`src/rtl/input_matrix_scanner_pkg.sv`:
```
// input_matrix_scanner_pkg: shared row-width helper, default matrix size and mahjong key map
package input_matrix_scanner_pkg;
  localparam int DAKKOCHAN_ROWS = 7;
  localparam int DAKKOCHAN_COLS = 8;
  function automatic int row_w(input int rows);
    return rows > 1 ? $clog2(rows) : 1;
  endfunction
  typedef struct packed {
    logic [3:0] row;
    logic [2:0] col;
  } key_pos_t;
  localparam key_pos_t KEY_A     = '{row: 4'd0, col: 3'd0};
  localparam key_pos_t KEY_B     = '{row: 4'd0, col: 3'd1};
  localparam key_pos_t KEY_C     = '{row: 4'd0, col: 3'd2};
  localparam key_pos_t KEY_D     = '{row: 4'd0, col: 3'd3};
  localparam key_pos_t KEY_E     = '{row: 4'd1, col: 3'd0};
  localparam key_pos_t KEY_F     = '{row: 4'd1, col: 3'd1};
  localparam key_pos_t KEY_G     = '{row: 4'd1, col: 3'd2};
  localparam key_pos_t KEY_H     = '{row: 4'd1, col: 3'd3};
  localparam key_pos_t KEY_I     = '{row: 4'd2, col: 3'd0};
  localparam key_pos_t KEY_J     = '{row: 4'd2, col: 3'd1};
  localparam key_pos_t KEY_K     = '{row: 4'd2, col: 3'd2};
  localparam key_pos_t KEY_L     = '{row: 4'd2, col: 3'd3};
  localparam key_pos_t KEY_M     = '{row: 4'd3, col: 3'd0};
  localparam key_pos_t KEY_N     = '{row: 4'd3, col: 3'd1};
  localparam key_pos_t KEY_KAN   = '{row: 4'd4, col: 3'd0};
  localparam key_pos_t KEY_PON   = '{row: 4'd4, col: 3'd1};
  localparam key_pos_t KEY_CHI   = '{row: 4'd4, col: 3'd2};
  localparam key_pos_t KEY_REACH = '{row: 4'd5, col: 3'd0};
  localparam key_pos_t KEY_RON   = '{row: 4'd5, col: 3'd1};
  localparam key_pos_t KEY_START = '{row: 4'd6, col: 3'd0};
  localparam key_pos_t KEY_COIN  = '{row: 4'd6, col: 3'd1};
endpackage

```
`src/rtl/input_matrix_scanner_if.sv`:
```
// input_matrix_scanner_if: key event port from the PS/2 decoder to the scanner
interface input_matrix_scanner_if
  import input_matrix_scanner_pkg::*;
#(
  parameter int ROWS = DAKKOCHAN_ROWS
);
  localparam int RW = row_w(ROWS);
  logic          key_valid;
  logic [RW-1:0] key_row;
  logic [2:0]    key_col;
  logic          key_pressed;
  modport master(output key_valid, key_row, key_col, key_pressed);
  modport slave(input key_valid, key_row, key_col, key_pressed);
endinterface

```
`src/rtl/input_matrix_scanner_edge_detect.sv`:
```
// input_matrix_scanner_edge_detect: one-cycle strobe on the selected edge of a clk_sys-domain level
module input_matrix_scanner_edge_detect #(
  parameter bit FALLING = 1'b0
) (
  input  logic clk_sys,
  input  logic RESET,
  input  logic level,
  output logic pulse
);
  logic prev;
  always_ff @(posedge clk_sys) prev <= level;
  assign pulse = !RESET && (FALLING ? (prev && !level) : (!prev && level));
endmodule

```
`src/rtl/input_matrix_scanner.sv`:
```
// input_matrix_scanner: row-stepping key matrix mux with polarity select and press latch
module input_matrix_scanner
  import input_matrix_scanner_pkg::*;
#(
  parameter int ROWS        = DAKKOCHAN_ROWS,
  parameter int COLS        = DAKKOCHAN_COLS,
  parameter bit ACTIVE_LOW  = 1'b1,
  parameter bit LATCH_PRESS = 1'b1,
  parameter bit MUX_EDGE    = 1'b0,
  localparam int RW         = row_w(ROWS)
) (
  input  logic                   clk_sys,
  input  logic                   RESET,
  input  logic                   enable,
  input  logic [RW-1:0]          start_row,
  input  logic                   mux_clock,
  input_matrix_scanner_if.slave  key,
  output logic [RW-1:0]          row_idx,
  output logic [ROWS-1:0]        row_sel,
  output logic [COLS-1:0]        row_data,
  output logic                   scan_wrap
);
  logic            edge_hit, adv, last, wr;
  logic [RW-1:0]   idx_nx, rst_idx;
  logic [COLS-1:0] wmask, vis;
  logic [COLS-1:0] ks[ROWS], pd[ROWS], ks_nx[ROWS], pd_nx[ROWS];
  input_matrix_scanner_edge_detect #(.FALLING(MUX_EDGE)) u_edge (
    .clk_sys(clk_sys),
    .RESET  (RESET),
    .level  (mux_clock),
    .pulse  (edge_hit)
  );
  assign adv     = edge_hit && enable;
  assign last    = 32'(row_idx) == ROWS - 1;
  assign idx_nx  = adv ? (last ? '0 : row_idx + 1'b1) : row_idx;
  assign rst_idx = 32'(start_row) < ROWS ? start_row : '0;
  assign wr      = key.key_valid && 32'(key.key_row) < ROWS && 32'(key.key_col) < COLS;
  assign wmask   = wr ? COLS'(1) << key.key_col : '0;
  always_comb begin
    for (int r = 0; r < ROWS; r++) begin
      ks_nx[r] = 32'(key.key_row) == r ? (key.key_pressed ? ks[r] | wmask : ks[r] & ~wmask) : ks[r];
      pd_nx[r] = ((adv && 32'(row_idx) == r) ? '0 : pd[r])
               | ((LATCH_PRESS && key.key_pressed && 32'(key.key_row) == r) ? wmask : '0);
    end
  end
  assign vis = ks_nx[idx_nx] | pd_nx[idx_nx];
  always_ff @(posedge clk_sys) begin
    if (RESET) begin
      row_idx   <= rst_idx;
      row_sel   <= ROWS'(1) << rst_idx;
      row_data  <= ACTIVE_LOW ? '1 : '0;
      scan_wrap <= 1'b0;
      ks        <= '{default: '0};
      pd        <= '{default: '0};
    end else begin
      row_idx   <= idx_nx;
      row_sel   <= ROWS'(1) << idx_nx;
      row_data  <= ACTIVE_LOW ? ~vis : vis;
      scan_wrap <= adv && last;
      ks        <= ks_nx;
      pd        <= pd_nx;
    end
  end
endmodule

```
`src/flat_wrapper.sv`:
```
// flat-port wrapper written by rule: the top's interface ports become plain ports
module input_matrix_scanner_flat import input_matrix_scanner_pkg::*;
#(
  parameter int ROWS        = DAKKOCHAN_ROWS,
  parameter int COLS        = DAKKOCHAN_COLS,
  parameter bit ACTIVE_LOW  = 1'b1,
  parameter bit LATCH_PRESS = 1'b1,
  parameter bit MUX_EDGE    = 1'b0,
  localparam int RW         = row_w(ROWS)
)
  (clk_sys, RESET, enable, start_row, mux_clock, row_idx, row_sel, row_data, scan_wrap, key_key_valid, key_key_row, key_key_col, key_key_pressed);
  input_matrix_scanner_if #(.ROWS(ROWS)) key_i ();
  input  logic clk_sys;
  input  logic RESET;
  input  logic enable;
  input  logic [RW-1:0] start_row;
  input  logic mux_clock;
  output logic [RW-1:0] row_idx;
  output logic [ROWS-1:0] row_sel;
  output logic [COLS-1:0] row_data;
  output logic scan_wrap;
  input wire logic [$bits(key_i.key_valid)-1:0] key_key_valid;
  input wire logic [$bits(key_i.key_row)-1:0] key_key_row;
  input wire logic [$bits(key_i.key_col)-1:0] key_key_col;
  input wire logic [$bits(key_i.key_pressed)-1:0] key_key_pressed;
  assign key_i.key_valid = key_key_valid;
  assign key_i.key_row = key_key_row;
  assign key_i.key_col = key_key_col;
  assign key_i.key_pressed = key_key_pressed;
  input_matrix_scanner #(.ROWS(ROWS), .COLS(COLS), .ACTIVE_LOW(ACTIVE_LOW), .LATCH_PRESS(LATCH_PRESS), .MUX_EDGE(MUX_EDGE)) u_core (.clk_sys(clk_sys), .RESET(RESET), .enable(enable), .start_row(start_row), .mux_clock(mux_clock), .key(key_i), .row_idx(row_idx), .row_sel(row_sel), .row_data(row_data), .scan_wrap(scan_wrap));
endmodule
```
`config.mk`:
```
export PLATFORM = sky130hd
export DESIGN_NAME = input_matrix_scanner_flat
export DESIGN_NICKNAME = d
export VERILOG_FILES = /design/src/rtl/input_matrix_scanner_pkg.sv /design/src/rtl/input_matrix_scanner_if.sv /design/src/rtl/input_matrix_scanner_edge_detect.sv /design/src/rtl/input_matrix_scanner.sv /design/src/flat_wrapper.sv
export SDC_FILE = /design/constraint.sdc
export NUM_CORES = 1
export LEC_CHECK = 0
export CORE_ASPECT_RATIO = 1.5
export CORE_MARGIN = 2
export CORE_UTILIZATION = 64
export CTS_CLUSTER_DIAMETER = 200
export DETAILED_ROUTE_END_ITERATION = 12
export PLACE_DENSITY_LB_ADDON = 0.25
export SLEW_MARGIN = 20
export SYNTH_ARGS = -nofsm -noshare
export SYNTH_HDL_FRONTEND = slang
export SYNTH_SLANG_ARGS = --single-unit
```
`constraint.sdc`:
```
create_clock -name clk_sys -period 4.7 [get_ports clk_sys]
set_input_delay 1.41 -clock clk_sys [delete_from_list [all_inputs] [get_ports clk_sys]]
set_output_delay 1.41 -clock clk_sys [all_outputs]
set_load 0.02 [all_outputs]
```
==> reports/metrics.csv <==
stage,metric,value,unit
status,outcome,"finished, final reports clean",
hold_path,hold_end,u_core.pd[43],
global_routing,grt_pass1_wl,30.4,mm
placed_design,placed_cells,854,
clock_tree,cts_buffer_depth,2,
logic_synthesis,synthCells,734,
final_layout,fin_cells,886,
clock_tree,clk_latency,420,ps
floorplan,core_area,9200,µm²
final_layout,multiInputGateArea,3170,µm²
logic_synthesis,avgSynthCellArea,8.23,µm²
final_layout,syn_to_final_growth,18.0,%
sta,report.final.slew_viol_count,0,
sta,finalHoldViolations,0,
hold_path,hold_start,u_core.pd[43],
global_routing,grt_use_total,39.0,%
logic_synthesis,synth_warnings,0,
placed_design,dp_hpwl,13.8,mm
clock_tree,cts-htree-levels,4,
sta,rsz0062_at_grt,no,
pwr,ir_drop,0.000340,V
worst_setup_path,critical_path_depth,8,
global_routing,grt_antenna_before_repair,0,
pwr,p_leak,0.00259,µW
routing,detail-route-antenna-nets,0,
worst_setup_path,start_kind,primary input,
routing,viasPerCell,6.94,
worst_setup_path,crit_chain,"clkdlybuf4s50_1, nor4bb_4, buf_4, nand3_1, a22oi_1, and3_1, a2111oi_0, a311oi_1",
clock_tree,postCtsSetupBuffers,0,
worst_setup_path,reg2regPathDepth,7,
worst_setup_path,cp-end-kind,register,
floorplan,die_y,123,µm
sta,period_needed,4070,ps
clock_tree,cts_tree,yes,
worst_setup_path,rrSetupSlack,1400,ps
worst_setup_path,timing.rr.end,u_core.row_data[0],
global_routing,grt_max_degree,73,
clock_tree,root_buffer,clkbuf_16,
worst_setup_path,path_buf_inv,2,
flow_run,cap_violations,0,
floorplan,die_area,10200,µm²
sta,timing.fmax,246,MHz
logic_synthesis,synth_seq_cells,132,
worst_setup_path,cp_top_family,simple AND/OR/NAND/NOR gates,
logic_synthesis,netlist_area,6040,µm²
sta,worstMarginPinSlew,941,ps
routing,drcViolationCount,0,
worst_setup_path,path_max_fanout,17,
worst_setup_path,slowest_delay,530,ps
worst_setup_path,cp.arrival,4380,ps
final_layout,stdcell_area,7130,µm²
logic_synthesis,ys_types,65,
floorplan,io_pins,34,
routing,wl_per_cell,22.7,µm
worst_setup_path,r2r_start,u_core.row_idx[0],
routing,dr.first_iter.drc_count,871,
placed_design,port-buffer-count,33,
clock_tree,post_cts_resized,0,
final_layout,fin_nets,777,
floorplan,start_util,65.6,%
logic_synthesis,synth_async_sr_flop_share,0,%
floorplan,rows,43,
routing,vias,6148,
final_layout,nFillCells,651,
global_routing,grt_pass1_vias,5728,
pwr,p_per_area,400,nW/µm²
sta,finClkSkew,6.12,ps
sta,setup_viol,0,
clock_tree,hold_buffers,0,
global_routing,grt_overflow,0,
sta,relSlewSlack,37.2,%
worst_setup_path,path_class,in2reg,
clock_tree,clk_pin_slew_worst_paths,60,ps
final_layout,final_cell_mix,"132 x dfxtp_1, 109 x nor2_1, 79 x nand2_1, 60 x a21oi_1, 53 x a22oi_1",
routing,dr.pass1.iters,6,
logic_synthesis,ys_seq_area_share,43.8,%
clock_tree,clock-sinks,132,
floorplan,chipWidth,83.3,µm
routing,drt_wl_total,20.1,mm
worst_setup_path,worstPathRequired,5010,ps
hold_path,whs_path_depth,2,
logic_synthesis,ys.flop_type,dfxtp_1,
logic_synthesis,synth_nets,750,
clock_tree,cts_inserted_buffers,17,
sta,period_share,86.5,%
logic_synthesis,synth-edff-count,0,
final_layout,antennaDiodeCount,0,
placed_design,placed_area,6520,µm²
final_layout,regArea,2640,µm²
worst_setup_path,slowest_stage,nor4bb_4,
final_layout,drive_gt1_share,10.2,%
hold_path,hold_class,reg2reg,
placed_design,globalplace.congestion,0.993,
sta,final.setup.tns,0,ps
final_layout,final_common_cell,dfxtp_1,
[area by class of cell]
cell class,instances,area share [%]
clock buffers,20,6.27
multi-input cells,540,44.5
clock inverters,12,2.18
flip-flops and latches,132,37.1
well taps,112,1.97
inverters,9,0.474
repair buffers,61,7.55
[cell families after synthesis]
group,after synthesis,share of synthesized area [%]
and+or+nand+nor,319,25.5
AOI/OAI and AO/OA,196,22.4
DFF,132,43.8
buffers and inverters,62,4.12
muxes,23,3.92
xor gates and xnor gates,1,0.145
adders and majority gates,1,0.207
[how the worst max path moves through the flow]
stage | to | start | slack, ps
finish | u_core.row_data[6] | enable | 630
global route | u_core.row_data[6] | enable | 620
CTS | u_core.row_data[6] | enable | 780
detailed placement | u_core.row_data[6] | enable | 460
global placement | u_core.row_data[0] | key_key_col[2] | 560
floorplan | u_core.row_data[0] | RESET | 1510
[through the flow]
| step | hold WS, ps | total power (µW) | utilization (%) | setup slack (ps) |
|---|---|---|---|---|
| after floorplan | 436 | 1380 | - | 1510 |
| after global placement | 441 | 1510 | 70.9 | 563 |
| after detailed placement | 453 | 1510 | 70.9 | 457 |
| after CTS | 461 | 2840 | 77.5 | 778 |
| after global routing | 486 | 2910 | 77.5 | 617 |
| final | 471 | 2850 | 77.5 | 633 |
[worst min-delay path: cells and delay by family (launching register included)]
kind,cells,cell delay (ps)
AND/OR/NAND/NOR,1,60
AO/OA/AOI/OAI,1,60
flip-flops,1,290
[flip-flops by register name, summed over array words and instances (netlist names)]
name                cells
u_core.row_sel          7
u_core.pd              56
u_core.u_edge.prev      1
u_core.row_idx          3
u_core.ks              56
u_core.scan_wrap        1
u_core.row_data         8
[report_power, final]
| group | switching, µW | internal, µW |
|---|---|---|
| Clock | 506 | 847 |
| Sequential | 20.2 | 1140 |
| Combinational | 218 | 121 |
| Total | 744 | 2110 |
[synthesized netlist by cell type (3+ instances only)]
cell type | instances | area (µm²)
a2111oi_0 | 3 | 26.3
a211oi_1 | 3 | 22.5
a21boi_0 | 4 | 30.0
a21oi_1 | 60 | 300
a221oi_1 | 3 | 26.3
a22oi_1 | 53 | 398
a31oi_1 | 4 | 25.0
and2_1 | 12 | 75.1
and3_1 | 7 | 43.8
buf_1 | 5 | 18.8
buf_2 | 13 | 65.1
clkbuf_1 | 35 | 131
dfxtp_1 | 132 | 2640
inv_1 | 8 | 30.0
mux2_2 | 5 | 56.3
mux2i_1 | 18 | 180
nand2_1 | 79 | 297
nand2b_1 | 12 | 75.1
nand3_1 | 23 | 115
nand3b_1 | 4 | 30.0
nand4_1 | 4 | 25.0
nand4bb_1 | 3 | 33.8
nor2_1 | 109 | 409
nor2b_1 | 8 | 50.1
nor3_1 | 23 | 115
nor3b_1 | 6 | 45.0
nor4_1 | 5 | 31.3
o211ai_1 | 5 | 37.5
o21ai_0 | 19 | 95.1
o31ai_1 | 11 | 82.6
o32a_1 | 3 | 30.0
o41ai_1 | 4 | 35.0
or2_2 | 5 | 31.3
or3_1 | 5 | 31.3
[layer usage]
| metal | up-vias | GRT usage, % | routed length [µm] |
|---|---|---|---|
| met3 | 113 | 8.61 | 2100 |
| li1 | 2706 | - | - |
| met5 | - | 0 | 0 |
| met2 | 455 | 62.5 | 9310 |
| met1 | 2874 | 46.3 | 7270 |
| met4 | 0 | 28.3 | 1420 |
(Power assumes the default switching activity.)
